## src/rtl/fifo_drain_arbiter.sv

```systemverilog
// fifo_drain_arbiter
// Round-robin drain of NUM_CH edge-triggered FIFOs into a single sink.
// Each pop is a one-cycle fifo_read_en pulse. At least two low cycles always
// follow a pulse, so the FIFO's edge detector sees every pop. The popped word
// is held on out_data until the sink takes it.
// Optional build macro FIFO_DRAIN_ARB_PRIO_EN: fixed priority (lowest-index
// non-empty channel wins) replaces round-robin; burst length still applies.
//
// Handshake: out_valid/out_ready follow strict valid/ready rules. A word
// transfers on a rising clock edge where both are high. While out_valid is
// high and out_ready is low, out_data and out_channel do not change.
// out_valid never drops without a transfer, except on reset.
module fifo_drain_arbiter #(
    parameter int DATA_WIDTH = 8,
    parameter int NUM_CH     = 2,
    parameter int BURST_LEN  = 4,
    localparam int CH_W      = (NUM_CH > 1) ? $clog2(NUM_CH) : 1
) (
    input  logic                         clock,
    input  logic                         reset_n,
    input  logic                         enable,
    input  logic [NUM_CH-1:0]            fifo_empty,
    input  logic [NUM_CH*DATA_WIDTH-1:0] fifo_data,
    output logic [NUM_CH-1:0]            fifo_read_en,
    output logic [DATA_WIDTH-1:0]        out_data,
    output logic [CH_W-1:0]              out_channel,
    output logic                         out_valid,
    input  logic                         out_ready,
    output logic                         busy,
    output logic [1:0]                   dbg_state
);

    typedef enum logic [1:0] {
        S_IDLE    = 2'd0,
        S_CAPTURE = 2'd1,
        S_PULSE   = 2'd2,
        S_SEND    = 2'd3
    } state_t;

    state_t                r_state;
    state_t                w_state_nxt;
    logic [CH_W-1:0]       r_grant;
    logic [7:0]            r_burst_cnt;
    logic [NUM_CH-1:0]     r_read_en;
    logic [DATA_WIDTH-1:0] r_out_data;
    logic [CH_W-1:0]       r_out_channel;
    logic                  r_out_valid;

    logic [CH_W-1:0]       w_grant_nxt;
    logic [7:0]            w_burst_cnt_nxt;
    logic [NUM_CH-1:0]     w_read_en_nxt;
    logic [DATA_WIDTH-1:0] w_out_data_nxt;
    logic [CH_W-1:0]       w_out_channel_nxt;
    logic                  w_out_valid_nxt;

    logic                  w_any_req;
    logic [CH_W-1:0]       w_pick;
    logic                  w_grant_empty;
    logic [DATA_WIDTH-1:0] w_grant_head;
    logic                  w_burst_more;
    logic                  w_continue;

`ifndef FIFO_DRAIN_ARB_PRIO_EN
    logic [CH_W-1:0]       r_last_grant;
    logic [CH_W-1:0]       w_last_grant_nxt;
    logic [CH_W-1:0]       w_pick_ahead;
    logic [CH_W-1:0]       w_pick_wrap;
    logic                  w_has_ahead;
`endif

    assign w_any_req = |(~fifo_empty);

    // Choose the channel for the next burst (only consumed in IDLE)
    always_comb begin
        w_pick = '0;
`ifdef FIFO_DRAIN_ARB_PRIO_EN
        // Lowest-index non-empty channel wins; descending scan lets it overwrite
        for (int j = NUM_CH - 1; j >= 0; j--) begin
            if (!fifo_empty[j]) w_pick = CH_W'(j);
        end
`else
        // Lowest requester above last_grant, else lowest requester at/below it
        w_pick_ahead = '0;
        w_pick_wrap  = '0;
        w_has_ahead  = 1'b0;
        for (int j = NUM_CH - 1; j >= 0; j--) begin
            if (!fifo_empty[j]) begin
                if (CH_W'(j) > r_last_grant) begin
                    w_pick_ahead = CH_W'(j);
                    w_has_ahead  = 1'b1;
                end else begin
                    w_pick_wrap = CH_W'(j);
                end
            end
        end
        w_pick = w_has_ahead ? w_pick_ahead : w_pick_wrap;
`endif
    end

    // Empty flag and head word of the currently granted channel
    always_comb begin
        w_grant_empty = 1'b1;
        w_grant_head  = '0;
        for (int j = 0; j < NUM_CH; j++) begin
            if (CH_W'(j) == r_grant) begin
                w_grant_empty = fifo_empty[j];
                w_grant_head  = fifo_data[j*DATA_WIDTH +: DATA_WIDTH];
            end
        end
    end

    assign w_burst_more = ({1'b0, r_burst_cnt} + 9'd1) < 9'(BURST_LEN);
    assign w_continue   = w_burst_more && enable && !w_grant_empty;

    // State register
    always_ff @(posedge clock or negedge reset_n) begin
        if (!reset_n) r_state <= S_IDLE;
        else          r_state <= w_state_nxt;
    end

    // Next-state logic
    always_comb begin
        w_state_nxt = r_state;
        case (r_state)
            S_IDLE:    if (enable && w_any_req) w_state_nxt = S_CAPTURE;
            S_CAPTURE: w_state_nxt = S_PULSE;
            S_PULSE:   w_state_nxt = S_SEND;
            S_SEND: begin
                if (out_ready) w_state_nxt = w_continue ? S_CAPTURE : S_IDLE;
            end
            default:   w_state_nxt = S_IDLE;
        endcase
    end

    // Next values of the registered outputs and datapath
    always_comb begin
        w_grant_nxt       = r_grant;
        w_burst_cnt_nxt   = r_burst_cnt;
        w_read_en_nxt     = '0;
        w_out_data_nxt    = r_out_data;
        w_out_channel_nxt = r_out_channel;
        w_out_valid_nxt   = r_out_valid;
`ifndef FIFO_DRAIN_ARB_PRIO_EN
        w_last_grant_nxt  = r_last_grant;
`endif
        case (r_state)
            S_IDLE: begin
                if (enable && w_any_req) begin
                    w_grant_nxt     = w_pick;
                    w_burst_cnt_nxt = '0;
                end
            end
            S_CAPTURE: begin
                w_out_data_nxt    = w_grant_head;
                w_out_channel_nxt = r_grant;
                for (int j = 0; j < NUM_CH; j++) begin
                    w_read_en_nxt[j] = (CH_W'(j) == r_grant);
                end
            end
            S_PULSE: begin
                w_out_valid_nxt = 1'b1;
            end
            S_SEND: begin
                if (out_ready) begin
                    w_out_valid_nxt = 1'b0;
                    w_burst_cnt_nxt = r_burst_cnt + 8'd1;
`ifndef FIFO_DRAIN_ARB_PRIO_EN
                    if (!w_continue) w_last_grant_nxt = r_grant;
`endif
                end
            end
            default: ;
        endcase
    end

    // Output and datapath registers; reset drops any unaccepted word
    always_ff @(posedge clock or negedge reset_n) begin
        if (!reset_n) begin
            r_grant       <= '0;
            r_burst_cnt   <= '0;
            r_read_en     <= '0;
            r_out_data    <= '0;
            r_out_channel <= '0;
            r_out_valid   <= 1'b0;
        end else begin
            r_grant       <= w_grant_nxt;
            r_burst_cnt   <= w_burst_cnt_nxt;
            r_read_en     <= w_read_en_nxt;
            r_out_data    <= w_out_data_nxt;
            r_out_channel <= w_out_channel_nxt;
            r_out_valid   <= w_out_valid_nxt;
        end
    end

`ifndef FIFO_DRAIN_ARB_PRIO_EN
    // Round-robin pointer; resets to the last channel so channel 0 wins first
    always_ff @(posedge clock or negedge reset_n) begin
        if (!reset_n) r_last_grant <= CH_W'(NUM_CH - 1);
        else          r_last_grant <= w_last_grant_nxt;
    end
`endif

    assign fifo_read_en = r_read_en;
    assign out_data     = r_out_data;
    assign out_channel  = r_out_channel;
    assign out_valid    = r_out_valid;
    assign busy         = (r_state != S_IDLE);
    assign dbg_state    = r_state;

endmodule

```

## config.mk

```make
export PLATFORM = sky130hd
export DESIGN_NAME = fifo_drain_arbiter
export DESIGN_NICKNAME = d
export VERILOG_FILES = /design/src/rtl/fifo_drain_arbiter.sv
export SDC_FILE = /design/constraint.sdc
export NUM_CORES = 1
export LEC_CHECK = 0
export BUFFER_PORTS_ARGS = -buffer_cell sky130_fd_sc_hd__buf_2
export CAP_MARGIN = 0
export CORE_ASPECT_RATIO = 1.2
export CORE_MARGIN = 3
export CORE_UTILIZATION = 25
export DETAILED_ROUTE_END_ITERATION = 16
export PLACE_DENSITY_LB_ADDON = 0.2
export SETUP_SLACK_MARGIN = 0.2
export SLEW_MARGIN = 20
export SYNTH_ARGS = -nofsm -noshare
export SYNTH_HDL_FRONTEND = slang
export SYNTH_SLANG_ARGS = --single-unit
```

## constraint.sdc

```tcl
create_clock -name clock -period 2.2 [get_ports clock]
set_input_delay 0.11 -clock clock [delete_from_list [all_inputs] [get_ports clock]]
set_output_delay 0.11 -clock clock [all_outputs]
set_load 0.02 [all_outputs]
```

==> results of run 1 <==
## critical path: stages, from the launching register on
cell	delay [ns]
dfrtp_1	0.42
inv_1	0.12
ha_1	0.29
a21oi_2	0.24
o21ai_1	0.24
o21ai_0	0.23
o31ai_1	0.09
## cell usage after synthesis (all sizes together)
master	n	area share, %
a21bo	1	0.76
a21boi	1	0.57
a21o	1	0.57
a21oi	13	5.5
and2	2	0.95
and3	1	0.47
and4	1	0.66
buf	4	1.7
clkbuf	3	0.85
dfrtp	23	44
dfstp	1	2.0
ha	6	5.7
inv	5	1.4
mux2	2	2.0
mux2i	9	6.8
nand2	10	3.0
nand2b	2	0.95
nand3	3	1.1
nand3b	2	1.1
nand4	3	1.4
nand4b	1	0.66
nor2	15	4.3
nor2b	4	1.9
o211ai	2	1.5
o21ai	12	4.8
o22ai	1	0.47
o31ai	3	1.7
o32a	1	0.76
xnor2	1	1.2
xor2	2	1.3
## final cells by class
cell class | instances | area (um2)
timing repair buffer | 39 | 205.2
clock buffer | 4 | 45.04
multi-input combinational | 99 | 664.4
tap | 60 | 75.07
fill | 536 | 3400
sequential | 24 | 601.8
inverter | 5 | 18.77
## metal layers
metal	wire (um)	vias up
met2	1409	27
met3	191	2
met5	0	-
met1	1258	517
li1	-	543
met4	19	0
## worst max-delay path by stage
stage / cells after the start / slack [ns] / startpoint / end
2_1_floorplan: 7 / 0.52 / dbg_state[0] / r_burst_cnt[4]
3_3_place_gp: 6 / 0.44 / r_burst_cnt[0] / r_last_grant
3_5_place_dp: 6 / 0.43 / r_burst_cnt[0] / r_last_grant
4_1_cts: 6 / 0.42 / r_burst_cnt[0] / r_last_grant
6_report: 6 / 0.44 / dbg_state[0] / r_burst_cnt[5]
5_1_grt: 6 / 0.27 / dbg_state[0] / r_burst_cnt[3]
## kinds of logic (layout without fill, tap and decap cells)
family / count (synthesis) / count (layout)
flip-flops: 24 / 24
AND/OR/NAND/NOR: 44 / 44
buffers and inverters: 12 / 48
adder cells (fa/ha/maj): 6 / 6
XOR/XNOR: 3 / 3
AO/OA/AOI/OAI: 35 / 35
multiplexers: 11 / 11
## stage by stage
step                area [um2]  util, %  setup slack, ns  power (mW)
floorplan                 1319        -           0.5161       1.371
global placement          1555    31.04           0.4400       1.634
detailed placement        1555    31.04           0.4342       1.669
CTS                       1610    32.14           0.4196       1.943
global route              1610    32.14           0.2721       2.079
finish                    1610    32.14           0.4355       1.911
## power breakdown
group / switching [mW] / internal [mW] / leakage, nW / total, mW
logic: 0.582 / 0.361 / 0.439 / 0.943
registers: 0.0973 / 0.605 / 0.293 / 0.702
clock network: 0.137 / 0.129 / 0.0228 / 0.266
## flip-flops by register name (all words and copies together) (netlist names)
register      cells
r_grant           1
r_burst_cnt       8
dbg_state         2
out_valid         1
r_last_grant      1
out_data          8
fifo_read_en      2
out_channel       1
==> summary.txt, run 1 <==
Hold path
  • Min-delay src: out_ready
  • Hold-critical path depth: 2
  • Worst hold path type: primary input to flip-flop
  • Worst hold endpoint: out_valid

Layout
  • Post-Layout Cell Count: 231
  • Commonest non-fill, non-tap cell in the layout: buf_2
  • Post-layout net count: 200
  • Commonest non-fill, non-tap cells in the layout: buf_2, dfrtp_1, nor2_1, a21oi_1
  • Share of cells above drive strength 1: 29.82%
  • Antenna diode count: 0
  • Area grow syn2layout: 22.11%

STA
  • Final Hold Fails: 0
  • Final period util: 80.20%
  • Final setup fails: 0
  • Maximum clock rate: 0.5667 GHz
  • Period minus WS final: 1.764 ns
  • Fin. max-slew vios: 0
  • Fin Hold WS: 0.07329 ns
  • Final TNS setup: 0 ns
  • Setup repair after global routing missed its margin: no
  • Slew HR: 63.00%
  • Worst-margin pin slew: 0.5550 ns
  • Final Skew: 0.004672 ns

Global routing
  • Number of global-route vias before repair: 1059
  • Total GRT Usage: 9.271%
  • First-pass GRT wire length: 4.678 mm
  • GR Util met3: 1.993%
  • Antenna violations before repair: 0
  • Busiest grt layer: met2
  • GR Layer Usage met1: 10.96%
  • Met2 Track Usage GR: 16.65%
  • GRT overflow: 0
  • Largest net degree at the start of global routing: 25

Logic synthesis
  • Sequential element share of the synthesized area: 45.64%
  • Synthesized cell area: 1319 um2
  • Post-synthesis cell type count: 37
  • Largest family of logic cells by synthesized area: compound AO/OA/AOI/OAI gates
  • Synth Warn #: 0
  • Simple-gate portion of the synthesized area: 16.60%
  • Mux cell area share after synthesis: 8.824%
  • Post-Synth XOR/XNOR Area: 2.562%
  • Synth Area in Adders: 5.693%
  • Mapped Cells: 135
  • Synth Net Count: 163
  • Mean post-synth cell area: 9.769 um2
  • Number of synthesized register bits: 24
  • Synth Area in Compound Gates: 16.70%

Die
  • Initial core utilization: 26.32%
  • Die Footprint: 6186 um2
  • Top Ports: 37
  • Row count: 28
  • Die Y: 85.56 um
  • Die Width: 72.30 um
  • Core ar.: 5010 um2

Setup path
  • R2R setup slack: 0.44 ns
  • Worst Setup End Kind: flip-flop
  • Setup Crit Path Kind: flip-flop to flip-flop
  • Worst reg2reg startpoint: dbg_state[0]
  • Arrival @ worst endpoint: 1.91 ns
  • Crit Reg-Reg Endpoint: r_burst_cnt[5]
  • Largest fanout on the critical path: 8
  • Worst Reg-to-Reg Cells: 6
  • CP Launch Type: flip-flop
  • CP Data Required Time: 2.34 ns

Clock network
  • Post-cts sizing count: 0
  • H-tree depth: 1
  • Clk buf depth: 2
  • CTS sink cnt: 24
  • Root buf cell: clkbuf_8
  • Clock Latency Late Sink: 0.26 ns
  • Post-CTS Setup Bufs: 0
  • CTS buffer count: 3
  • CTS tree: done
  • Reg clk slew, reported paths: 0.09 ns
  • Hold_buf cts: 1

Power
  • Maximum VDD drop: 0.2487 mV
  • PD cells: 1187 nW/um2
  • P_leak: 0.7547 nW

Route
  • Final WL: 2.879 mm
  • DR vias/cell: 4.714
  • Drt drc: 0
  • Routed via count: 1089
  • DRT Pass-1 Iters: 4
  • Routed length per placed instance: 12.46 um
  • Post-route ant nets: 0
  • Iter 0 DRT Violations: 42

Place
  • DP HPWL: 2.195 mm
  • Gp weighted congestion: 0.7819
  • I/O Buffers: 36
  • Inst Count DP: 226

Run
  • Max-Cap Viols: 0

Status
  • Outcome: complete, no violations
(Power assumes the default switching activity.)
==> run 2, diff against run 1 <==
Clock period 2.2 ns to 1.5 ns, I/O delays scaled along.
==> run 2 against run 1 <==
The run now ends with setup timing left. Die area unchanged. Cell area grew 21%. Routed wire length increased by 11%. Critical path type unchanged. Largest cell class unchanged. Largest power group unchanged.
==> summary.txt, run 2 (same netlist as run 1, synthesis figures left out) <==
Status
  • Outcome: finished, violations left
  • Violated checks: setup timing

Global routing
  • Antenna violations before repair: 0
  • GR Layer Usage met1: 11.86%
  • First-pass GRT wire length: 5.154 mm
  • Met2 Track Usage GR: 19.47%
  • Busiest grt layer: met2
  • GR Util met3: 1.876%
  • Number of global-route vias before repair: 1153
  • Largest net degree at the start of global routing: 25
  • Total GRT Usage: 10.44%
  • GRT overflow: 0

Clock network
  • Clock Latency Late Sink: 0.26 ns
  • Clk buf depth: 2
  • CTS buffer count: 3
  • H-tree depth: 1
  • Reg clk slew, reported paths: 0.09 ns
  • Root buf cell: clkbuf_8
  • CTS sink cnt: 24
  • CTS tree: done

Route
  • Routed via count: 1162
  • DR vias/cell: 4.611
  • Drt drc: 0
  • Post-route ant nets: 0
  • Final WL: 3.190 mm
  • DRT Pass-1 Iters: 4
  • Routed length per placed instance: 12.66 um
  • Iter 0 DRT Violations: 24

Layout
  • Final core occ: 38.79%
  • Share of cells above drive strength 1: 50.00%
  • Commonest non-fill, non-tap cells in the layout: buf_2, dfrtp_1, buf_4, nor2_1, a21oi_1
  • Final Cell Area: 1943 um2
  • Post-layout net count: 221
  • Antenna diode count: 0
  • Commonest non-fill, non-tap cell in the layout: buf_2
  • Fillers: 492
  • Post-Layout Cell Count: 252
  • Area grow syn2layout: 47.34%

Power
  • Sw frac: 39.15%
  • Maximum VDD drop: 0.5536 mV
  • P_leak: 0.8770 nW
  • Combinational power share: 55.0%
  • Psw: 1.418 mW
  • PD cells: 1864 nW/um2
  • Share of power burned in registers: 29.4%
  • Internal Power: 2.204 mW
  • Clock Power Share: 15.6%

STA
  • Fin Hold WS: 0.07277 ns
  • Fin. max-slew vios: 0
  • Worst-margin pin slew: 0.5558 ns
  • Final Hold Fails: 0
  • Final period util: 101.2%
  • Setup repair after global routing missed its margin: yes
  • Maximum clock rate: 0.6588 GHz
  • Final setup fails: 1
  • Final Skew: 0.002747 ns
  • Final worst slack: -0.01792 ns
  • Period minus WS final: 1.518 ns
  • Slew HR: 62.95%

Place
  • Placed inst area: 1695 um2
  • Inst Count DP: 235
  • Gp weighted congestion: 0.7936
  • I/O Buffers: 36
  • DP HPWL: 2.321 mm
  • Setup WS pre-CTS: -0.04041 ns

Die
  • Core ar.: 5010 um2
  • Die Y: 85.56 um
  • Die Width: 72.30 um
  • Row count: 28
  • Top Ports: 37
  • Initial core utilization: 26.32%
  • Die Footprint: 6186 um2

Setup path
  • Largest fanout on the critical path: 6
  • Arrival @ worst endpoint: 1.72 ns
  • Worst Setup End Kind: flip-flop
  • Setup Crit Path Kind: flip-flop to flip-flop
  • CP Data Required Time: 1.70 ns
  • CP Launch Type: flip-flop

Hold path
  • Worst hold path type: primary input to flip-flop

Run
  • Max-Cap Viols: 0
==> run 2: cell count changes in the layout (fill, tap and decap cells not counted), moves of 3 or more <==
cell     change
buf_6        +6
dfrtp_2      +3
ha_1         -5
dfrtp_1      -3
buf_4       +16
o21ai_1      +4
ha_4         +4
inv_1        -3
o21ai_0      -6
==> run 2: what timing repair did <==
action	4_1_cts	5_1_grt
buffers inserted	9	3
pin swaps	2	7
endpoints found under the setup margin	20	21
resized for setup	7	19
hold endpoints to repair	23	0
hold buffers	1	0
==> run 2: metrics by stage <==
step	power, mW	TNS [ns]
floorplan	2.203	0
global placement	2.652	0
detailed placement	2.700	-0.04041
CTS	3.462	-0.02457
global route	3.913	-0.1433
finish	3.623	-0.01792
==> run 2: routing by layer <==
| metal | vias up | part of all wire, % |
|---|---|---|
| li1 | 587 | - |
| met1 | 546 | 42 |
| met2 | 27 | 52 |
| met3 | 2 | 6.0 |
| met4 | 0 | 0.72 |
| met5 | - | 0 |
==> run 2: area by class of cell <==
type                            count  area, um2  area share (%)
Sequential cell                    24      605.6           31.17
Timing Repair Buffer               60      387.9           19.96
Clock inverter                      1      30.03           1.545
Inverter                            5      21.27           1.095
Tap cell                           60      75.07           3.863
Clock buffer                        3      41.29           2.125
Multi-Input combinational cell     99      782.0           40.24
==> run 2: final timing paths <==
check / startpoint / end / slack [ns] / depth (start not counted)
setup / recovery: r_burst_cnt[1] / r_last_grant / -0.02 / 6
hold / removal: out_ready / out_valid / 0.07 / 2
setup reg to reg: r_burst_cnt[1] / r_last_grant / -0.02 / 6
hold reg to reg: out_channel / out_channel / 0.51 / 1
max in group asynchronous: reset_n / r_burst_cnt[2] / 0.77 / 2
min in group asynchronous: reset_n / out_data[2] / 0.33 / 2
==> run 2: power groups by stage <==
| stage | combinational [mW] | sequential, mW | clock [mW] |
|---|---|---|---|
| final | 1.99 | 1.06 | 0.564 |
| after global routing | 2.21 | 1.10 | 0.604 |
| after CTS | 1.82 | 1.05 | 0.586 |
| after detailed placement | 1.62 | 1.08 | 0 |
| after global placement | 1.58 | 1.07 | 0 |
| after floorplan | 0.924 | 1.28 | 0 |
==> run 2: worst max-delay path: stages, from the launching register on <==
cell and delay [ns]:
dfrtp_1 0.42, ha_4 0.18, and3_4 0.19, nand3_2 0.09, o211ai_2 0.19, a21oi_2 0.08
mux2_4 0.29
==> run 3, diff against run 2 <==
Settings changed: CORE_MARGIN 3 to unset, SETUP_SLACK_MARGIN 0.2 to unset, SKIP_CTS_REPAIR_TIMING set to 1.
==> run 3 against run 2 <==
Sequential cell count unchanged. Sequential power about the same. Fmax down 1.9%. Final cell count fell by 1.2%. Cell area decreased by 7.3%. Critical path depth unchanged. Worst setup slack worse by 0.029 ns. Non-clock buffer count down 3. Global-route usage up 0.81 points. Total power down 15%. The flow still finishes with violations (setup timing). Die area fell by 9.9%.
==> summary.txt, run 3 (same netlist as run 1, synthesis figures left out) <==
Place
  • Placed inst area: 1715 um2
  • DP HPWL: 2.254 mm
  • Gp weighted congestion: 0.8109
  • I/O Buffers: 36

STA
  • Period minus WS final: 1.547 ns
  • Fin. max-slew vios: 0
  • Final period util: 103.1%
  • Maximum clock rate: 0.6466 GHz
  • Worst-margin pin slew: 0.5580 ns
  • Slew HR: 62.80%
  • Final worst slack: -0.04665 ns
  • Final setup fails: 1
  • Final Skew: 0.003607 ns
  • Fin Hold WS: 0.03944 ns
  • Setup repair after global routing missed its margin: yes
  • Final Hold Fails: 0

Status
  • Violated checks: setup timing
  • Outcome: finished, violations left

Layout
  • Share of cells above drive strength 1: 42.86%
  • Area grow syn2layout: 36.53%
  • Final core occ: 35.94%
  • Post-layout net count: 218
  • Commonest non-fill, non-tap cell in the layout: buf_2
  • Final Cell Area: 1800 um2
  • Antenna diode count: 0
  • Fillers: 517
  • Commonest non-fill, non-tap cells in the layout: buf_2, dfrtp_1, buf_4, nor2_1, a21oi_1

Setup path
  • Largest fanout on the critical path: 6
  • Arrival @ worst endpoint: 1.74 ns
  • Worst path cell trace: ha_4 > and3_4 > nand4b_1 > o211ai_2 > a21oi_2 > mux2_4
  • Crit path from: r_burst_cnt[1]
  • Slowest cell delay on critical path: 0.43 ns
  • Worst Reg-to-Reg Cells: 6
  • CP Data Required Time: 1.70 ns
  • CP endpoint: r_last_grant
  • Worst reg2reg startpoint: r_burst_cnt[1]
  • Setup Crit Path Kind: flip-flop to flip-flop
  • R2R setup slack: -0.05 ns
  • Worst Setup End Kind: flip-flop
  • Crit Reg-Reg Endpoint: r_last_grant
  • CP Launch Type: flip-flop
  • Crit-path slowest cell: dfrtp_1

Clock network
  • Reg clk slew, reported paths: 0.09 ns
  • CTS tree: done
  • CTS buffer count: 3
  • CTS sink cnt: 24
  • Clk buf depth: 2
  • Root buf cell: clkbuf_8
  • H-tree depth: 1
  • Clock Latency Late Sink: 0.26 ns

Route
  • Iter 0 DRT Violations: 65
  • Post-route ant nets: 0
  • Final WL: 2.959 mm
  • DRT Pass-1 Iters: 4
  • Routed length per placed instance: 11.88 um
  • DR vias/cell: 4.586
  • Drt drc: 0
  • Routed via count: 1142

Global routing
  • First-pass GRT wire length: 4.733 mm
  • Total GRT Usage: 11.25%
  • GRT overflow: 0
  • Number of global-route vias before repair: 1100
  • Largest net degree at the start of global routing: 25
  • Antenna violations before repair: 0

Power
  • PD cells: 1719 nW/um2
  • Maximum VDD drop: 0.4244 mV
  • P_leak: 0.8325 nW

Die
  • Die Y: 81.56 um
  • Die Footprint: 5571 um2
  • Core ar.: 5010 um2
  • Die Width: 68.30 um
  • Top Ports: 37
  • Initial core utilization: 26.32%
  • Row count: 28

Hold path
  • Worst hold path type: primary input to flip-flop

Run
  • Max-Cap Viols: 0
==> run 3: power by group <==
part / internal, mW / switching, mW / leakage (nW)
logic: 0.735 / 0.925 / 0.519
registers: 0.893 / 0.148 / 0.291
clock network: 0.190 / 0.206 / 0.0228
total: 1.82 / 1.28 / 0.833
==> run 3: metal layers <==
metal	routed length [um]	up-vias	GRT usage, %
met1	1330	541	13.16
met2	1483	25	20.20
met3	133	2	2.222
met5	0	-	0
met4	13	0	3.333
li1	-	574	-
==> run 3: final cells by class <==
class | count | area (um2) | area share [%]
multi-input combinational | 99 | 716.9 | 39.82
clock buffer | 4 | 45.04 | 2.502
inverter | 5 | 18.77 | 1.042
sequential | 24 | 604.3 | 33.56
timing repair buffer | 57 | 340.3 | 18.90
tap | 60 | 75.07 | 4.170
==> run 3: worst min path at each step <==
stage / depth (start not counted) / from / end
final: 2 / out_ready / out_valid
after global routing: 2 / out_ready / out_valid
after CTS: 1 / reset_n / fifo_read_en[1]
after detailed placement: 1 / reset_n / fifo_read_en[1]
after global placement: 1 / reset_n / fifo_read_en[0]
after floorplan: 0 / reset_n / dbg_state[0]
==> run 3: critical path: cells and delay by family (launching register included) <==
family	cells	cell delay, ns
fa+ha+maj	1	0.19
simple gates	2	0.27
mux	1	0.31
flops	1	0.43
compound gates	2	0.27
==> run 3: stage by stage <==
step	total power [mW]	instances	setup WS, ns	setup TNS [ns]
after CTS	3.116	247	-0.06355	-0.08866
after detailed placement	2.710	243	-0.05365	-0.06088
after global routing	3.386	249	-0.1286	-0.3418
after floorplan	2.067	135	-0.006327	-0.006327
after global placement	2.660	243	-0.01543	-0.01543
final	3.096	249	-0.04665	-0.04665
